### config.mk
export PLATFORM = sky130hd
export DESIGN_NAME = address_gen_unit
export DESIGN_NICKNAME = d
export VERILOG_FILES = /design/src/rtl/address_gen_unit.sv
export SDC_FILE = /design/constraint.sdc
export NUM_CORES = 1
export LEC_CHECK = 0
export ABC_AREA = 1
export ABC_CLOCK_PERIOD_IN_PS = 2600
export CORE_MARGIN = 4
export CORE_UTILIZATION = 42
export CTS_CLUSTER_SIZE = 14
export DETAILED_ROUTE_END_ITERATION = 6
export GPL_ROUTABILITY_DRIVEN = 1
export HOLD_SLACK_MARGIN = 0.02
export PLACE_DENSITY = 0.93
export SYNTH_ARGS = -nofsm -noshare
export SYNTH_HDL_FRONTEND = slang
export SYNTH_SLANG_ARGS = --single-unit
### constraint.sdc
create_clock -name fclk -period 2.6 [get_ports fclk]
set_input_delay 0.39 -clock fclk [delete_from_list [all_inputs] [get_ports fclk]]
set_output_delay 0.39 -clock fclk [all_outputs]
set_load 0.02 [all_outputs]
### src/rtl/address_gen_unit.sv
// Registered 65C02 address generator: high/low source select, optional X/Y indexing with a
// one-cycle page-crossing fix-up, post-increment for pointer/vector fetches, and bus-enable gate.
module address_gen_unit #(
  parameter int unsigned           ADDR_W     = 16,
  parameter logic [ADDR_W-9:0]     STACK_PAGE = 'h01,
  parameter logic [ADDR_W-1:0]     RESET_ADDR = 'hFFFC
) (
  input  logic                fclk,
  input  logic                resb,
  input  logic                be,
  input  logic                load,
  input  logic                inc,
  input  logic [2:0]          hmode_select,
  input  logic [2:0]          lmode_select,
  input  logic [1:0]          idx_mode,
  input  logic                page_wrap,
  input  logic [7:0]          y_in,
  input  logic [7:0]          x_in,
  input  logic [7:0]          sp_in,
  input  logic [7:0]          alu_in,
  input  logic [7:0]          pcl_in,
  input  logic [ADDR_W-9:0]   pch_in,
  input  logic [ADDR_W-9:0]   dl_hi,
  input  logic [7:0]          dl_lo,
  output logic [ADDR_W-1:0]   addr_out,
  output logic                addr_oe,
  output logic [7:0]          alu_out,
  output logic [7:0]          pcl_out,
  output logic [ADDR_W-9:0]   pch_out,
  output logic                busy,
  output logic                dummy,
  output logic                page_cross
);

  localparam int unsigned HI_W = ADDR_W - 8;
  localparam logic [HI_W-1:0]   HiOne   = 1;
  localparam logic [ADDR_W-1:0] AddrOne = 1;

  typedef enum logic [0:0] {StIdle, StFixup} state_e;

  state_e            state_q;
  logic [ADDR_W-1:0] addr_q;
  logic              dummy_q;
  logic              page_cross_q;

  logic [HI_W-1:0]   hi_sel;
  logic [7:0]        lo_sel;
  logic [7:0]        idx_val;
  logic [8:0]        sum;

  // Undefined select codes resolve to zero so the bus never sees X.
  always_comb begin
    hi_sel = '0;
    case (hmode_select)
      3'b010:  hi_sel = STACK_PAGE;
      3'b110:  hi_sel = dl_hi;
      3'b101:  hi_sel = pch_in;
      3'b111:  hi_sel = addr_q[ADDR_W-1:8];
      default: hi_sel = '0;
    endcase
  end

  always_comb begin
    lo_sel = '0;
    case (lmode_select)
      3'b000:  lo_sel = y_in;
      3'b001:  lo_sel = x_in;
      3'b010:  lo_sel = sp_in;
      3'b011:  lo_sel = alu_in;
      3'b101:  lo_sel = pcl_in;
      3'b110:  lo_sel = dl_lo;
      3'b111:  lo_sel = addr_q[7:0];
      default: lo_sel = '0;
    endcase
  end

  always_comb begin
    idx_val = '0;
    case (idx_mode)
      2'b01:   idx_val = x_in;
      2'b10:   idx_val = y_in;
      default: idx_val = '0;
    endcase
  end

  assign sum = {1'b0, lo_sel} + {1'b0, idx_val};

  always_ff @(posedge fclk) begin
    if (!resb) begin
      state_q      <= StIdle;
      addr_q       <= RESET_ADDR;
      dummy_q      <= 1'b0;
      page_cross_q <= 1'b0;
    end else begin
      dummy_q      <= 1'b0;
      page_cross_q <= 1'b0;
      case (state_q)
        StIdle: begin
          if (load) begin
            addr_q <= {hi_sel, sum[7:0]};
            // Uncorrected address goes out first as a dummy read; high byte fixed next cycle.
            if (sum[8] && !page_wrap) begin
              dummy_q <= 1'b1;
              state_q <= StFixup;
            end
          end else if (inc) begin
            if (page_wrap) addr_q[7:0] <= addr_q[7:0] + 8'd1;
            else           addr_q      <= addr_q + AddrOne;
          end
        end
        StFixup: begin
          addr_q[ADDR_W-1:8] <= addr_q[ADDR_W-1:8] + HiOne;
          page_cross_q       <= 1'b1;
          state_q            <= StIdle;
        end
        default: state_q <= StIdle;
      endcase
    end
  end

  assign addr_out   = addr_q;
  assign addr_oe    = be;
  assign alu_out    = lo_sel;
  assign pcl_out    = lo_sel;
  assign pch_out    = hi_sel;
  assign busy       = (state_q == StFixup);
  assign dummy      = dummy_q;
  assign page_cross = page_cross_q;

endmodule

### Word-level counts from Yosys, hierarchy flattened

Cells that the tools add are included.
Widths: inputs -> output; s select.

| storage, ports and cells | value |
|---|---|
| bits in registers | 19 |
| input bits | 78 |
| output and inout port bits | 44 |
| word-level logic and storage cells | 44 |

| operators by class | value |
|---|---|
| add/sub/neg operators | 4 |
| eq/ne operators | 14 |
| muxes and demuxes | 12 |
| bitwise operators | 2 |
| reduce and logical (&&, ||, !) cells | 7 |

Operators with widths:

| cell | number |
|---|---|
| $pmux 8 s7 | 1 |
| $mux 16 | 2 |
| $pmux 8 s2 | 2 |
| $pmux 8 s4 | 1 |
| $eq 3x3->1 const B | 6 |
| $add 16x1->16 const B | 1 |
| $add 8x1->8 const B | 2 |
| $mux 8 | 2 |
| $add 8x8->9 | 1 |
| $eq 3x2->1 const B | 3 |
| $ne 3x3->1 const B | 2 |
| $reduce_and 2->1 | 2 |
| $eq 3x1->1 const B | 1 |
| $logic_not 3->1 | 1 |
| $mux 1 | 3 |
| $eq 2x1->1 const B | 1 |
| $eq 2x2->1 const B | 1 |
| $not 1->1 | 2 |
| $pmux 1 s2 | 1 |
| $reduce_bool 2->1 | 1 |
| $reduce_or 2->1 | 1 |
| $logic_and 1x1->1 | 1 |
| $logic_not 1->1 | 1 |

### Depth between registers and ports, before layout

Gate-level depths: netlist of run 1.

| depth | value |
|---|---|
| word-level depth | 7 |
| gate-level depth with buffers | 18 |
| mapped depth without buffers | 18 |

### Worst setup path before layout of run 1

No wires, ideal clock.

| timing | value |
|---|---|
| path kind | input-to-reg |
| from | in lmode_select[2] |
| to | reg addr_q[4], in the netlist addr_out[4] |
| setup time | 0.130 ns |
| arrival time | 2.326 ns |
| slack | 0.144 ns |
| stages | 17 |
| buffers on the path | 1 |
| cells stage by stage | buf_2 > inv_1 > nand3_1 > inv_1 > a211oi_1 > nand3_1 > ha_1 > inv_1 > fa_1 > inv_1 > nand3_1 > nand3_1 > xor2_1 > nand2_1 > nand2_1 > nand2_1 > nand3_1 |

| on the way | value |
|---|---|
| longest elaborated chain between the ends | 4 |
| elaborated cells on any way between the ends | 10 |
| those cells by class | 1 x add/sub; 6 x eq/ne; 2 x mux; 1 x reduce/logical |

Ends and longest elaborated chain:

| element | line | source |
|---|---|---|
| start, declared | 14 | `input logic [2:0] lmode_select,` |
| $eq 3x3->1, or another cell as far along | 65 | `case (lmode_select)` |
| $pmux 8 s7 * | 65 |  |
| via alu_out[0] | 27 | `output logic [7:0] alu_out,` |
| $add 8x8->9 * | 86 | `assign sum = {1'b0, lo_sel} + {1'b0, idx_val};` |
| $mux 16 * | 99 | `if (load) begin` |
| end signal, assigned | 100 | `addr_q <= {hi_sel, sum[7:0]};` |
| end signal, assigned | 107 | `if (page_wrap) addr_q[7:0] <= addr_q[7:0] + 8'd1;` |
| end signal, assigned | 108 | `else addr_q <= addr_q + AddrOne;` |
| end, declared | 42 | `logic [ADDR_W-1:0] addr_q;` |

The timed path passes the listed nets; every way through them passes the cells marked *.
A chain may end at the register's enable or synchronous reset.

### Worst setup path after layout of run 1

| timing | value |
|---|---|
| from | in lmode_select[0] |
| to | reg addr_q[5], in the netlist addr_out[5] |

| on the way | value |
|---|---|
| longest elaborated chain between the ends | 4 |
| elaborated cells on any way between the ends | 10 |
| those cells by class | 1 x add/sub; 6 x eq/ne; 2 x mux; 1 x reduce/logical |

Ends and longest elaborated chain:

| element | line |
|---|---|
| $eq 3x3->1, or another cell as far along | 65 |
| $pmux 8 s7 * | 65 |
| $add 8x8->9 * | 86 |
| $mux 16 * | 99 |

Mark *: on every way between the ends. The rest lies on a longest branch, timed or not.

==> run_results.csv, run 1 <==
group,metric,value,unit
placed_design,hpwl,8.397,mm
route,drt-vias-per-instance,5.863,
placed_design,io_buffers,119,
timing,setup_viol_count_final,0,
critical_path,cp_data_arrival_time,2.75,ns
final_layout,areaGrowthSynthToFinish,61.09,%
timing,worst_slack,0.01206,ns
critical_path,path_cells,"dlygate4sd2_1 > inv_2 > buf_4 > nand4_1 > o21ai_0 > a21oi_1 > nand4_1 > ha_4 > nand3_1 > nand2_1 > nand2_1 > nand2_1 > nand2_1 > nand3_1 > nand2_1 > nand2_1 > nand2_1",
floorplanning,die_w,85.38,um
power_and_ir_drop,ir_worst_vdd,0.2224,mV
critical_path,cp_max_fo,7,
clock_tree,tritoncts,"yes",
grt,met1_usage,0.3218,
synth,synth_edf_count,0,
placed_design,gp_congestion,1.011,
floorplanning,io_pins,122,
synth,syn-num-nets,543,
critical_path,r2r_start,"addr_out[2]",
floorplanning,rows,27,
final_layout,nNetsFinal,682,
floorplanning,initial_utilization,0.4458,
timing,min_period,2.588,ns
route,drc,0,
floorplanning,core,5642,um^2
final_layout,n_fill_cell,436,
power_and_ir_drop,power.density,356.7,nW/um^2
synth,yosys_warnings,0,
power_and_ir_drop,fin_total_pwr,1.445,mW
final_layout,n_antenna_cell,0,
grt,grt_overflow,0,
placed_design,dpl-instance-area,3924,um^2
grt,grt_max_degree,19,
synth,yosys-top-cells-area,"nand2_1 (23%), dfxtp_1 (14%), inv_1 (8.8%)",
synth,synth_area,2515,um^2
synth,ys_types,35,
critical_path,cp-end-kind,"flop",
timing,rsz0062_at_grt,"yes",
route,dr.pass1.iters,6,
synth,synth_ff_type,"dfxtp_1",
timing,timing.final.crit_share,0.9954,
final_layout,seq_area,360.3,um^2
final_layout,drive_gt1_frac,0.1169,
timing,worst_clock_skew,0.005246,ns
critical_path,r2r-end,"addr_out[5]",
floorplanning,die_area,7290,um^2
synth,syn_avg_cell_area,5.564,um^2
synth,synthCells,452,
placed_design,dpl_worst_slack,-0.4086,ns
clock_tree,clock_latency,0.27,ns
clock_tree,cts_hold_buffers,0,
timing,tns,0,ns
grt,antenna_found_initial,0,
route,dr_total_vias,3881,
power_and_ir_drop,power_leakage,2.141,nW
route,routed_wl,11.13,mm
final_layout,finish.instance_area,4051,um^2
grt,gr-max-usage-layer,"met2",
clock_tree,clock_sinks,18,
timing,slew_headroom,0.6485,
clock_tree,cts_buffers,3,
final_layout,final_util,0.7181,
synth,ys_ff_latch,18,
grt,grt_usage,0.2744,
worst_hold_path,hp-class,"flop to flop",
worst_hold_path,min_from,"addr_out[5]",
final_layout,instances_no_fill,662,
outcome,status,"finished, final reports clean",
route,wire_per_inst,16.81,um
flow_run,cap_violations,0,
synth,yosys.area.top_type,"nand2_1",
synth,synth_most_common_cell,"nand2_1",
critical_path,cp-start-kind,"input port",
critical_path,worstSetupStartpoint,"lmode_select[0]",
route,detail-route-antenna-nets,0,
timing,whs,0.5444,ns
critical_path,slowest_stage,"ha_4",
timing,worstMarginPinSlew,0.5265,ns
critical_path,reg2reg_depth,13,
synth,yosysSeqAreaShare,0.1433,
critical_path,ff2ff_setup_slack,0.28,ns
critical_path,crit_top_cell,"nand2_1",
clock_tree,clock_path_buffers,2,
timing,slew_viol_final,0,
grt,grt_pass1_wl,16.66,mm
timing,final-hold-violation-count,0,
synth,synth.top_cell.area_share,0.2328,
timing,max_freq,386.4,MHz
placed_design,place_inst,656,
clock_tree,h-tree-depth,1,
critical_path,critPathRequiredTime,2.76,ns
grt,use_met3,0.05243,
clock_tree,root_buffer,"clkbuf_8",
critical_path,criticalPathCategory,"input port to flop",
critical_path,cp_slowest_stage_delay,0.39,ns
final_layout,multi_input_area,1853,um^2
grt,use_met2,0.4852,
synth,synthTopCellsByCount,"nand2_1 (156), inv_1 (59), nand3_1 (37), a21oi_1 (32), nor2_1 (26)",
critical_path,critical_path.endpoint,"addr_out[5]",
clock_tree,clk_pin_slew_worst_paths,0.07,ns
synth,ys_async_sr_fraction,0,
floorplanning,die_height,85.38,um
grt,first_global_vias,3703,
route,drt-initial-drc-count,571,
where the power goes:
part	total [mW]	internal [mW]	switching [mW]
Combinational	0.850	0.387	0.463
Clock	0.243	0.135	0.108
Sequential	0.352	0.303	0.0491
metal layers:
| layer | vias to the layer above | share of wire |
|---|---|---|
| met4 | 0 | 0.050 |
| met1 | 1761 | 0.35 |
| met2 | 297 | 0.49 |
| met5 | - | 0 |
| li1 | 1758 | - |
| met3 | 65 | 0.11 |
worst max-delay path: cells and delay by family:
family / cells / cell delay (ns)
compound gates: 2 / 0.32
fa+ha+maj: 1 / 0.39
buf+inv: 3 / 0.58
simple gates: 11 / 1.07
flip-flops by register name, indices dropped and copies added (netlist names):
| signal | cells |
|---|---|
| page_cross | 1 |
| busy | 1 |
| addr_out | 16 |
logic make-up (layout without fill, tap and decap cells):
group,after synthesis,count (layout),synth area share
AND/OR/NAND/NOR,253,253,0.4463
buffers and inverters,86,224,0.1492
AO/OA/AOI/OAI,76,76,0.1726
flip-flops,18,18,0.1433
adder cells (fa/ha/maj),13,13,0.06766
XOR/XNOR,6,6,0.02090
layout make-up:
| type | instances | share of cell area |
|---|---|---|
| multi-input combinational | 348 | 0.4574 |
| timing repair buffer | 156 | 0.3586 |
| sequential | 18 | 0.08894 |
| inverter | 64 | 0.05930 |
| tap | 72 | 0.02224 |
| clock buffer | 4 | 0.01359 |
cells in the final DEF, fill, tap and decap left out, types with 8 or more instances in the layout:
cell             netlist  layout
ha_1                  12       8
dfxtp_1               18      18
o21ai_0               22      20
dlygate4sd2_1          0      19
nor2_1                26      26
buf_4                 12      37
a21oi_1               32      28
nand3_1               37      36
clkdlybuf4s50_1        0      94
inv_1                 59      58
nand4_1               21      21
nand2_1              156     156
what timing repair did:
| item | 4_1_cts | 5_1_grt |
|---|---|---|
| setup buffers | 0 | 2 |
| pin swaps | 1 | 2 |
| setup endpoints to repair | 25 | 16 |
| resized for setup | 25 | 17 |
worst min path at each step:
| stage | cells past startpoint | slack (ns) | end |
|---|---|---|---|
| after floorplan | 3 | 0.56 | busy |
| after global placement | 2 | 0.51 | addr_out[5] |
| after detailed placement | 2 | 0.53 | addr_out[4] |
| after CTS | 2 | 0.54 | addr_out[4] |
| after global routing | 2 | 0.59 | addr_out[4] |
| final | 2 | 0.54 | addr_out[5] |
Note: power is estimated with default switching activity, not from simulation.
==> run 2, diff against run 1 <==
Settings changed: REMOVE_ABC_BUFFERS set to 1.
==> run 2 against run 1 <==
Compared with the run above:
- count of clock-buffer cells in the layout unchanged
- final cell count increased by 0.45%
- hold slack better by 0.0025 ns
- clock skew rose by 0.00070 ns
- die area unchanged
- routed wire length decreased by 7.2%
- critical endpoint is now pch_out[5]
- sequential cell count unchanged
- power fell by 0.52%
- critical path depth is 11 lower
==> run_results.csv, run 2 (same netlist as run 1, synthesis figures left out) <==
group,metric,value,unit
outcome,status,"finished, final reports clean",
final_layout,final_cell_mix,"nand2_1 (156), clkdlybuf4s50_1 (96), inv_1 (55)",
route,wl_met2,5.245,mm
grt,grt_pass1_wl,16.14,mm
power_and_ir_drop,power_leakage,2.138,nW
critical_path,slowest_stage,"clkdlybuf4s50_1",
route,dr_total_vias,3684,
critical_path,cp_data_arrival_time,2.13,ns
timing,timing.final.crit_share,0.9691,
floorplanning,initial_utilization,0.4458,
route,drt-vias-per-instance,5.540,
timing,worstMarginPinSlew,0.5199,ns
worst_hold_path,min_to,"addr_out[5]",
worst_hold_path,holdPathStages,2,
grt,grt_usage,0.2677,
critical_path,path_cells,"clkdlybuf4s50_1 > inv_1 > nor3_4 > nand2_1 > nand3_2 > clkdlybuf4s50_1",
placed_design,place_inst,658,
power_and_ir_drop,switching_share,0.4176,
route,wire_per_inst,15.52,um
power_and_ir_drop,power_frac_clock,0.168,
timing,slew_viol_final,0,
placed_design,io_buffers,119,
timing,worst_slack,0.08039,ns
final_layout,final_util,0.7252,
critical_path,crit_top_cell,"clkdlybuf4s50_1",
power_and_ir_drop,pwr-share-comb,0.588,
grt,first_global_vias,3365,
critical_path,cp-end-kind,"primary output",
critical_path,cp_max_fo,5,
critical_path,cp_slowest_stage_delay,0.61,ns
timing,slew_headroom,0.6530,
power_and_ir_drop,seqPwrFrac,0.243,
critical_path,cp-start-kind,"input port",
grt,antenna_found_initial,0,
final_layout,nNetsFinal,685,
critical_path,critPathRequiredTime,2.21,ns
route,detail-route-antenna-nets,0,
critical_path,ff2ff_setup_slack,0.47,ns
floorplanning,core,5642,um^2
flow_run,cap_violations,0,
placed_design,gp_congestion,0.9057,
final_layout,areaGrowthSynthToFinish,62.69,%
clock_tree,root_buffer,"clkbuf_8",
floorplanning,io_pins,122,
route,m1WireLength,4.083,mm
timing,tns,0,ns
floorplanning,die_w,85.38,um
critical_path,reg2reg_depth,15,
route,drt-initial-drc-count,372,
final_layout,largest_reg_flops,16,
clock_tree,cts_hold_buffers,0,
placed_design,hpwl,8.296,mm
timing,worst_clock_skew,0.005948,ns
grt,grt_overflow,0,
clock_tree,clock_latency,0.27,ns
clock_tree,cts_buffers,3,
critical_path,r2r_start,"addr_out[0]",
final_layout,drive_gt1_frac,0.1366,
placed_design,dpl-instance-area,3939,um^2
clock_tree,clock_path_buffers,2,
critical_path,r2r-end,"addr_out[4]",
grt,grt_max_degree,19,
clock_tree,clock_sinks,18,
power_and_ir_drop,power.density,351.4,nW/um^2
final_layout,instances_no_fill,665,
route,wl_met3,806,um
critical_path,criticalPathCategory,"input port to primary output",
timing,setup_viol_count_final,0,
power_and_ir_drop,ir_worst_vdd,0.2375,mV
timing,whs,0.5469,ns
clock_tree,clk_pin_slew_worst_paths,0.08,ns
clock_tree,h-tree-depth,1,
placed_design,dpl_worst_slack,-0.3915,ns
route,highest_layer,"met4",
power_and_ir_drop,fin_total_pwr,1.438,mW
worst_hold_path,hp-class,"flop to flop",
final_layout,n_antenna_cell,0,
clock_tree,tritoncts,"yes",
power_and_ir_drop,power_switching,600.4,uW
final_layout,finish.instance_area,4091,um^2
floorplanning,die_height,85.38,um
timing,max_freq,396.9,MHz
timing,min_period,2.520,ns
route,routed_wl,10.32,mm
final_layout,n_fill_cell,404,
floorplanning,rows,27,
power_and_ir_drop,p_int,837.2,uW
route,drc,0,
final_layout,layout_commonest_cell,"nand2_1",
worst_hold_path,min_from,"addr_out[5]",
floorplanning,die_area,7290,um^2
route,dr.pass1.iters,6,
timing,final-hold-violation-count,0,
run 2: cell types whose count changed in the layout (fill, tap and decap cells not counted), moves of 3 or more:
cell | previous run | this run
dlygate4sd2_1 | 19 | 12
a21oi_2 | 4 | 1
clkbuf_2 | 1 | 4
inv_1 | 58 | 55
buf_4 | 37 | 40
a21oi_1 | 28 | 31
run 2: power groups by stage:
stage	registers (mW)	clock network, mW	logic, mW
finish	0.350	0.242	0.846
global route	0.355	0.256	0.913
CTS	0.347	0.243	0.809
detailed placement	0.353	0	0.824
global placement	0.351	0	0.803
floorplan	0.376	0	0.364
run 2: cell type report:
class                           count  area [um^2]  area share
Inverter                           64        245.2     0.05994
Timing Repair Buffer              159         1471      0.3596
Multi-Input combinational cell    348         1869      0.4569
Clock buffer                        4        55.05     0.01346
Tap cell                           72        90.09     0.02202
Sequential cell                    18        360.3     0.08807
run 2: per-layer routing:
layer	vias to the layer above	global-route usage
met5	-	0
li1	1760	-
met2	210	0.4696
met4	0	0.05612
met1	1692	0.3476
met3	22	0.03592
run 2: worst max-delay path: cells and delay by family:
kind                   cells  cell delay, ns
buffers and inverters      3            1.33
AND/OR/NAND/NOR            3            0.41
run 2: how the worst max path moves through the flow:
stage / startpoint / to / slack [ns] / cells after the start
floorplan: lmode_select[0] / addr_out[4] / 0.11 / 16
global placement: lmode_select[1] / addr_out[4] / -0.34 / 19
detailed placement: lmode_select[1] / addr_out[4] / -0.39 / 19
CTS: lmode_select[2] / addr_out[1] / 0.02 / 13
global route: lmode_select[1] / addr_out[4] / -0.005 / 17
finish: hmode_select[1] / pch_out[5] / 0.08 / 6
run 2: timing repair:
| item | 4_1_cts | 5_1_grt |
|---|---|---|
| setup endpoints to repair | 23 | 21 |
| gates resized for setup | 24 | 29 |
| pin swaps | 2 | 8 |
| buffers inserted | 1 | 2 |
